$ cat src/rtl/rsa_driver.sv
// rsa_driver: bus initiator that runs one RSA exponentiation on the MMIO RSA
// peripheral. It loads the operands, starts the engine, polls RESULT_VALID,
// reads the 64-bit result back and stops the engine.
// Optional feature macro: RSA_DRIVER_TIMEOUT_EN (polling timeout and error path).
module rsa_driver #(
  parameter int unsigned POLL_INTERVAL  = 4,
  parameter int unsigned TIMEOUT_CYCLES = 100000
) (
  input  logic        pclk,
  input  logic        reset,
  input  logic        start,
  input  logic [63:0] message,
  input  logic [63:0] modulus,
  input  logic [63:0] exponent,
  input  logic [63:0] residue,
  output logic        busy,
  output logic        done,
  output logic        error,
  output logic [63:0] result,
  output logic        rsa_enable,
  output logic        bus_write_en,
  output logic        bus_read_en,
  output logic [7:0]  bus_addr,
  output logic [31:0] bus_write_data,
  input  logic [31:0] bus_read_data
);

  localparam int unsigned AW     = 8;
  localparam int unsigned DW     = 32;
  localparam int unsigned OW     = 64;
  localparam int unsigned STEP_W = 4;
  localparam int unsigned TMO_W  = 20;
  localparam int unsigned WAIT_W = (POLL_INTERVAL > 1) ? $clog2(POLL_INTERVAL) : 1;
  localparam bit          NO_WAIT = (POLL_INTERVAL == 0);

  localparam logic [AW-1:0] ADDR_BIT_SWITCH   = 8'h08;
  localparam logic [AW-1:0] ADDR_MESSAGE      = 8'h0C;
  localparam logic [AW-1:0] ADDR_MODULUS      = 8'h10;
  localparam logic [AW-1:0] ADDR_EXPONENT     = 8'h14;
  localparam logic [AW-1:0] ADDR_RESIDUE      = 8'h18;
  localparam logic [AW-1:0] ADDR_RSA_ENCRYPT  = 8'h1C;
  localparam logic [AW-1:0] ADDR_RESULT       = 8'h20;
  localparam logic [AW-1:0] ADDR_RESULT_VALID = 8'h24;

  localparam logic [STEP_W-1:0] LAST_STEP = 4'd10;
  localparam logic [WAIT_W-1:0] LAST_WAIT = WAIT_W'(POLL_INTERVAL - 1);

  typedef enum logic [3:0] {
    S_IDLE, S_WRITE, S_POLL_RD, S_POLL_WAIT, S_SEL_LO,
    S_RD_LO, S_SEL_HI, S_RD_HI, S_STOP, S_DONE
  } state_t;

  state_t              state_q, state_d;
  logic [STEP_W-1:0]   step_q, step_d;
  logic [WAIT_W-1:0]   wait_q, wait_d;
  logic [OW-1:0]       msg_q, mod_q, exp_q, res_q;
  logic [OW-1:0]       result_d;
  logic                start_acc_c;
  logic                tmo_hit_c;
  logic                tmo_fire_c;
  logic                busy_d, done_d;
  logic                en_d, we_d, re_d;
  logic [AW-1:0]       addr_d;
  logic [DW-1:0]       wdata_d;

  assign start_acc_c = (state_q == S_IDLE) && start;

  // Next state, result capture and the bus cycle presented in the next state
  always_comb begin
    state_d    = state_q;
    step_d     = step_q;
    wait_d     = wait_q;
    result_d   = result;
    tmo_fire_c = 1'b0;
    en_d       = 1'b0;
    we_d       = 1'b0;
    re_d       = 1'b0;
    addr_d     = '0;
    wdata_d    = '0;

    case (state_q)
      S_IDLE: begin
        if (start) begin
          state_d = S_WRITE;
          step_d  = '0;
        end
      end
      S_WRITE: begin
        if (step_q == LAST_STEP) state_d = S_POLL_RD;
        else                     step_d  = STEP_W'(step_q + 1'b1);
      end
      S_POLL_RD: begin
        if (bus_read_data[0]) begin
          state_d = S_SEL_LO;
        end else if (tmo_hit_c) begin
          state_d    = S_STOP;
          tmo_fire_c = 1'b1;
        end else if (NO_WAIT) begin
          state_d = S_POLL_RD;
        end else begin
          state_d = S_POLL_WAIT;
          wait_d  = '0;
        end
      end
      S_POLL_WAIT: begin
        if (tmo_hit_c) begin
          state_d    = S_STOP;
          tmo_fire_c = 1'b1;
        end else if (wait_q == LAST_WAIT) begin
          state_d = S_POLL_RD;
        end else begin
          wait_d = WAIT_W'(wait_q + 1'b1);
        end
      end
      S_SEL_LO: state_d = S_RD_LO;
      S_RD_LO: begin
        result_d[31:0] = bus_read_data;
        state_d        = S_SEL_HI;
      end
      S_SEL_HI: state_d = S_RD_HI;
      S_RD_HI: begin
        result_d[63:32] = bus_read_data;
        state_d         = S_STOP;
      end
      S_STOP:  state_d = S_DONE;
      S_DONE:  state_d = S_IDLE;
      default: state_d = S_IDLE;
    endcase

    if (tmo_fire_c) result_d = '0;

    busy_d = (state_d != S_IDLE) && (state_d != S_DONE);
    done_d = (state_d == S_DONE);

    case (state_d)
      S_WRITE: begin
        en_d = 1'b1;
        we_d = 1'b1;
        case (step_d)
          4'd0:    begin addr_d = ADDR_BIT_SWITCH; wdata_d = 32'd0;          end
          4'd1:    begin addr_d = ADDR_MESSAGE;    wdata_d = msg_q[31:0];    end
          4'd2:    begin addr_d = ADDR_MODULUS;    wdata_d = mod_q[31:0];    end
          4'd3:    begin addr_d = ADDR_EXPONENT;   wdata_d = exp_q[31:0];    end
          4'd4:    begin addr_d = ADDR_RESIDUE;    wdata_d = res_q[31:0];    end
          4'd5:    begin addr_d = ADDR_BIT_SWITCH; wdata_d = 32'd1;          end
          4'd6:    begin addr_d = ADDR_MESSAGE;    wdata_d = msg_q[63:32];   end
          4'd7:    begin addr_d = ADDR_MODULUS;    wdata_d = mod_q[63:32];   end
          4'd8:    begin addr_d = ADDR_EXPONENT;   wdata_d = exp_q[63:32];   end
          4'd9:    begin addr_d = ADDR_RESIDUE;    wdata_d = res_q[63:32];   end
          default: begin addr_d = ADDR_RSA_ENCRYPT; wdata_d = 32'd1;         end
        endcase
      end
      S_POLL_RD: begin en_d = 1'b1; re_d = 1'b1; addr_d = ADDR_RESULT_VALID; end
      S_SEL_LO:  begin en_d = 1'b1; we_d = 1'b1; addr_d = ADDR_BIT_SWITCH; wdata_d = 32'd0; end
      S_RD_LO:   begin en_d = 1'b1; re_d = 1'b1; addr_d = ADDR_RESULT; end
      S_SEL_HI:  begin en_d = 1'b1; we_d = 1'b1; addr_d = ADDR_BIT_SWITCH; wdata_d = 32'd1; end
      S_RD_HI:   begin en_d = 1'b1; re_d = 1'b1; addr_d = ADDR_RESULT; end
      S_STOP:    begin en_d = 1'b1; we_d = 1'b1; addr_d = ADDR_RSA_ENCRYPT; wdata_d = 32'd0; end
      default:   ;
    endcase
  end

  // State register, step/wait counters and registered outputs
  always_ff @(posedge pclk) begin
    if (reset) begin
      state_q        <= S_IDLE;
      step_q         <= '0;
      wait_q         <= '0;
      busy           <= 1'b0;
      done           <= 1'b0;
      result         <= '0;
      rsa_enable     <= 1'b0;
      bus_write_en   <= 1'b0;
      bus_read_en    <= 1'b0;
      bus_addr       <= '0;
      bus_write_data <= '0;
    end else begin
      state_q        <= state_d;
      step_q         <= step_d;
      wait_q         <= wait_d;
      busy           <= busy_d;
      done           <= done_d;
      result         <= result_d;
      rsa_enable     <= en_d;
      bus_write_en   <= we_d;
      bus_read_en    <= re_d;
      bus_addr       <= addr_d;
      bus_write_data <= wdata_d;
    end
  end

  // Operand capture on an accepted start; inputs are free to change afterwards
  always_ff @(posedge pclk) begin
    if (start_acc_c) begin
      msg_q <= message;
      mod_q <= modulus;
      exp_q <= exponent;
      res_q <= residue;
    end
  end

`ifdef RSA_DRIVER_TIMEOUT_EN
  logic [TMO_W-1:0] tmo_q;
  logic             err_q;

  // Hit when the current cycle is the last one allowed in the polling phase
  assign tmo_hit_c = (21'(tmo_q) + 21'd1) >= 21'(TIMEOUT_CYCLES);
  assign error     = err_q;

  // Polling-phase cycle counter, cleared while the operands are being written
  always_ff @(posedge pclk) begin
    if (reset)                                                  tmo_q <= '0;
    else if (state_q == S_WRITE)                                tmo_q <= '0;
    else if ((state_q == S_POLL_RD) || (state_q == S_POLL_WAIT)) tmo_q <= TMO_W'(tmo_q + 1'b1);
  end

  // Timeout flag, reported alongside done and cleared by the next run
  always_ff @(posedge pclk) begin
    if (reset)            err_q <= 1'b0;
    else if (start_acc_c) err_q <= 1'b0;
    else if (tmo_fire_c)  err_q <= 1'b1;
  end
`else
  assign tmo_hit_c = 1'b0;
  assign error     = 1'b0;
`endif

endmodule

$ cat config.mk
export PLATFORM = sky130hd
export DESIGN_NAME = rsa_driver
export DESIGN_NICKNAME = d
export VERILOG_FILES = /design/src/rtl/rsa_driver.sv
export SDC_FILE = /design/constraint.sdc
export NUM_CORES = 1
export LEC_CHECK = 0
export BUFFER_PORTS_ARGS = -buffer_cell sky130_fd_sc_hd__buf_2
export CELL_PAD_IN_SITES_DETAIL_PLACEMENT = 2
export CELL_PAD_IN_SITES_GLOBAL_PLACEMENT = 2
export CORE_ASPECT_RATIO = 0.5
export CORE_UTILIZATION = 31
export CTS_BUF_LIST = sky130_fd_sc_hd__clkbuf_16
export CTS_CLUSTER_DIAMETER = 40
export DETAILED_ROUTE_END_ITERATION = 8
export PLACE_DENSITY_LB_ADDON = 0.1
export REMOVE_ABC_BUFFERS = 1
export SETUP_SLACK_MARGIN = 0.5
export SLEW_MARGIN = 30
export SYNTH_ARGS = -nofsm -noshare
export SYNTH_HDL_FRONTEND = slang
export SYNTH_SLANG_ARGS = --single-unit
export TNS_END_PERCENT = 5
$ cat constraint.sdc
create_clock -name pclk -period 7.4 [get_ports pclk]
set_input_delay 1.48 -clock pclk [delete_from_list [all_inputs] [get_ports pclk]]
set_output_delay 1.48 -clock pclk [all_outputs]
set_load 0.01 [all_outputs]
======== Yosys cells after proc, flatten, opt, wreduce, memory -nomap -nowiden ========
Cells that the tools add are included.
W data, S select, Z words.
storage, ports and cells
  register bits ........................... 375
  latch bits .............................. 0
  bits in writable memories ............... 0
  bits in read-only memories .............. 0
  bits of input ports ..................... 291
  word-level logic and storage cells ...... 83
  memories kept ........................... 0
cells by class
  add/sub/neg operators ................... 2
  multiply operators ...................... 0
  div/mod/pow operators ................... 0
  order comparisons ....................... 0
  equal/unequal tests ..................... 30
  shift-type cells ........................ 0
  multiplexer cells ....................... 18
  bitwise gates (word level) .............. 0
  reduce and logical (&&, ||, !) cells .... 17
operators by type and width
  kind                   count
  $pmux W32 S9           1
  $pmux W32 S2           1
  $eq A4 B3 Y1 const B   12
  $pmux W4 S9            1
  $pmux W6 S5            1
  $pmux W5 S5            1
  $eq A4 B4 Y1 const B   6
  $eq A4 B2 Y1 const B   5
  $mux W4                5
  $reduce_or A2 Y1       7
  $eq A4 B1 Y1 const B   3
  $logic_not A4 Y1       2
  $pmux W4 S2            1
  $reduce_or A7 Y1       1
  $add A4 B1 Y4 const B  1
  $mux W2                2
  $ne A2 B2 Y1 const B   2
  $ne A4 B4 Y1 const B   1
  $pmux W2 S2            1
  $reduce_bool A4 Y1     1
  $reduce_or A4 Y1       1
  $mux W1                3
  $mux W3                1
  $reduce_and A3 Y1      1
  other kinds (5)        6

======== Depth between registers and ports, before layout ========
  depth after elaboration ................. 7
  depth in mapped cells ................... 12
  depth with buffers taken out ............ 9

======== Worst setup path after synthesis ========
Ideal clock, no wire load.
  kind .................................... input -> register
  from .................................... in start
  to ...................................... reg exp_q[0], enable pin
  arrival time ............................ 7335 ps
  setup slack ............................. -587 ps
  stages .................................. 1
  path buffers ............................ 0
  cell sequence ........................... and3_1
on the way
  word-level cells in the longest chain between the ends .. 1
ends and longest elaborated chain
  element                 line  text
  start: declaration      11    input logic start,
  $logic_and A1 B1 Y1     66    assign start_acc_c = (state_q == S_IDLE) && start;
  end signal: assignment  197   exp_q <= exponent;
  end: declaration        56    logic [OW-1:0] msg_q, mod_q, exp_q, res_q;
Every way passes these cells.
A chain may end at the register's enable or synchronous reset.

======== Worst setup path after layout ========
  from .................................... reg state_q[1]
  to ...................................... reg bus_write_data[10]
on the way
  word-level cells in the longest chain between the ends .. 5
ends and longest elaborated chain
  element                                           line  text
  start: declaration                                53    state_t state_q, state_d;
  start signal: assignment                          178   state_q <= state_d;
  $eq A4 B1 Y1 or $logic_not A4 Y1 (tied branches)  81    case (state_q)
  $pmux W4 S2                                       81
  $eq A4 B4 Y1 (tied with other cells)              139   case (step_d)
  $pmux W32 S9                                      139
  $pmux W32 S2 (*)                                  135   case (state_d)
  end signal: assignment                            188   bus_write_data <= wdata_d;
  end: declaration                                  24    output logic [31:0] bus_write_data,
Mark *: on every way between the ends. The rest lies on a longest branch, timed or not.

==> results by group <==
Worst setup path
  – Startpoint Class: register
  – Setup CP Type: register to register
  – CP max FO: 21
  – WP data arrival: around 4.4 ns
  – Setup crit end kind: register
  – Critical Path RT: ~8 ns
  – R2R Setup Slk: around 3.4 ns

Routing
  – DRT Wirelength: between 40000 and 50000 um
  – DRT iter0 DRCs: 718
  – Router iterations before antenna repair: 7
  – Metal-1 WL: 18500 um
  – WL met3: 2210 um
  – Antenna-violating nets left: 0
  – DR vias: 10100
  – # DRC: 2
  – Met2 wire len: 25000 um
  – DR top layer: met5
  – Average wire per standard cell: 23.0 um
  – Vias/cell: 4.98

Final layout
  – Fillers: 4469
  – Area Overhead vs Synth: 29.0%
  – Most frequent cells in the layout: buf_2 (395), edfxtp_1 (256), nand2_1 (181)
  – Final cell count without fillers: 2022
  – Layout Nets: between 1500 and 2000
  – Area of the multi-input gates: 0.00340 mm^2
  – Commonest non-fill, non-tap cell in the layout: buf_2
  – Register area: ~0.010 mm^2
  – Share of layout cells above drive strength 1: 0.358

Logic synthesis
  – Dominant synthesized flop cell: edfxtp_1
  – YS warnings: 0
  – XOR/XNOR Fraction of Synth Area: 0.000639
  – Adder-Cell Fraction of Synth Area: 0.00274
  – Largest family of logic cells by synthesized area: compound AO/OA/AOI/OAI gates
  – Mux cell area share after synthesis: 0.00310
  – Seq cells post-synth: about 370
  – Syn_area_per_cell: ~14 um^2
  – Synth Cell Area: 0.0137 mm^2
  – Post-synthesis compound-gate area fraction: 0.153
  – Asr flop ratio synth: 0
  – EDFF count, synth: around 260
  – Sequential fraction of the synthesis area: 0.729
  – Synth unique cells: 73
  – Post-Synthesis Cells: 1002
  – Post-Synth Simple-Gate Area: 0.0842

Clock tree
  – Cts repair resizes: 0
  – CTS Sinks: approximately 370
  – Cts bufs inserted: 42
  – CTS tree: done
  – Post-CTS Setup Bufs: 0
  – Maximum buffer depth of the clock tree: 3
  – H-Tree Depth: 2
  – Root buf cell: clkbuf_16
  – Worst skew pair latency: roughly 0.54 ns
  – Cts hold-fix bufs: 0
  – Clk slew on worst S/H paths: 0.07 ns

Power
  – Pwr Density: 270 mW/mm^2
  – Maximum vdd drop: roughly 0.13 mV
  – Pleak: around 6.7 nW

Flow run
  – Max cap viols: 0

Die
  – Die width: roughly 300 um
  – Placeable Area: 0.0436 mm^2
  – IO Count: 401
  – Row Count: 54
  – Die Y: 151 um
  – Initial Utilization: 0.314
  – Total die area: 0.0451 mm^2

STA
  – Unrepaired setup endpoints after global routing: no
  – Slew HR: 0.349
  – Max Clk Rate: 252 MHz
  – Worst Skew: 0.0180 ns
  – Final min period: 3.97 ns
  – Slew of the pin with the lowest slew margin: 0.973 ns
  – Final worst-path cycle share: 0.537
  – Final setup viols: 0
  – Final Hold Viols: 0
  – Max-slew violations: 0
  – Post-route setup slack: 3.43 ns

GRT
  – First-pass GRT wire length: 68000 um
  – Initial antenna violation count: 9
  – Largest net degree at the start of global routing: 122
  – GRT Overall Usage: 0.202
  – Grt total ovfl: 0
  – Vias in the first global route: between 10000 and 15000

Placement
  – Placed insts: 1936
  – HPWL Detailed: between 30000 and 40000 um
  – Setup slack at placement: 3.02 ns
  – Port Buffers: 395
  – GP Congestion: around 0.77

Worst hold path
  – Hold crit path type: register to register

Run status
  – Failing checks: DRC
  – Outcome: complete, but fails checks
==> report_power, final <==
| group | internal (mW) | switching, mW | total, mW |
|---|---|---|---|
| logic | 0.119 | 0.186 | 0.305 |
| clock network | 1.21 | 0.875 | 2.09 |
| registers | 2.34 | 0.0370 | 2.38 |
==> area by class of cell <==
class | instances | share of cell area
Tap cell | 588 | 0.0416
Multi-Input combinational cell | 563 | 0.193
Inverter | 3 | 0.000637
Timing Repair Buffer | 412 | 0.121
Clock inverter | 33 | 0.0143
Sequential cell | 371 | 0.565
Clock buffer | 45 | 0.0637
Antenna cell | 7 | 0.000991
==> metal layers <==
metal / vias up / GRT usage
met3: 50 / 0.0404
li1: 4616 / -
met1: 5162 / 0.237
met5: - / 0
met2: 238 / 0.381
met4: 2 / 0.0464
==> final timing paths <==
check / end / cells past startpoint / startpoint
worst max-delay path: bus_write_data[10] / 8 / state_q[1]
worst min-delay path: result[50] / 2 / result[50]
worst max register to register: bus_write_data[10] / 8 / state_q[1]
worst min register to register: result[50] / 2 / result[50]
==> cells in the mapped netlist (3+ instances only) <==
library cell,instances,area [um^2]
nor4_1,4,25.0
and2_1,3,18.8
a21oi_1,92,460
a221oi_1,12,105
nor2_1,23,86.3
inv_1,3,11.3
a31oi_1,26,163
nor3_1,7,35.0
nand3_1,7,35.0
o31ai_1,4,30.0
o2bb2ai_1,5,43.8
nand2_1,182,683
a22oi_1,45,338
a22o_1,15,131
a32o_1,7,70.1
clkbuf_1,34,128
buf_4,10,75.1
ha_1,3,37.5
o21a_1,5,37.5
o22ai_1,5,31.3
buf_6,6,67.6
buf_2,18,90.1
a32oi_1,4,35.0
nor3_4,3,48.8
o21ai_0,15,75.1
edfxtp_1,256,7690
a222oi_1,15,150
o22a_1,8,70.1
a21o_1,3,22.5
a211oi_1,3,22.5
nor2_2,3,18.8
nand4_1,3,18.8
or3_1,5,31.3
o21ai_1,4,20.0
or2_2,3,18.8
and3_1,3,18.8
dfxtp_1,115,2300
==> per-stage QoR <==
step / hold WS (ns) / util / area (um^2) / TNS [ns] / total power [mW]
after CTS: 0.457 / 0.404 / 17600 / 0 / 4.84
after floorplan: 0.430 / - / 13400 / -150.19 / 2.56
final: 0.453 / 0.406 / 17700 / 0 / 4.77
after global placement: 0.438 / 0.373 / 16200 / 0 / 2.72
after detailed placement: 0.448 / 0.373 / 16200 / 0 / 2.73
after global routing: 0.475 / 0.405 / 17700 / 0 / 4.96
==> cell families (layout without fill, tap and decap cells) <==
logic type      after synthesis  in the layout
flops                       371            371
compound gates              292            292
simple gates                258            258
buf+inv                      72            493
mux                           4              4
fa+ha+maj                     3              3
other cells                   1             12
xor+xnor                      1              1
==> worst max-delay path: stages (launching register included) <==
cell,delay (ns)
dfxtp_1,0.52
or4b_1,0.92
nor4_1,0.36
a211o_2,0.51
buf_4,0.32
nand2_1,0.28
nor2_2,0.58
a22oi_1,0.17
a31oi_1,0.22
==> registers in the layout (all words and copies together), names as in the netlist <==
signal and flops:
result 64, rsa_enable 1, mod_q 64, step_q 4
wait_q 2, exp_q 64, bus_addr 4, bus_read_en 1
msg_q 64, bus_write_en 1, bus_write_data 32, res_q 64
busy 1, state_q 4, done 1
Power figures use the tool's default switching activity.
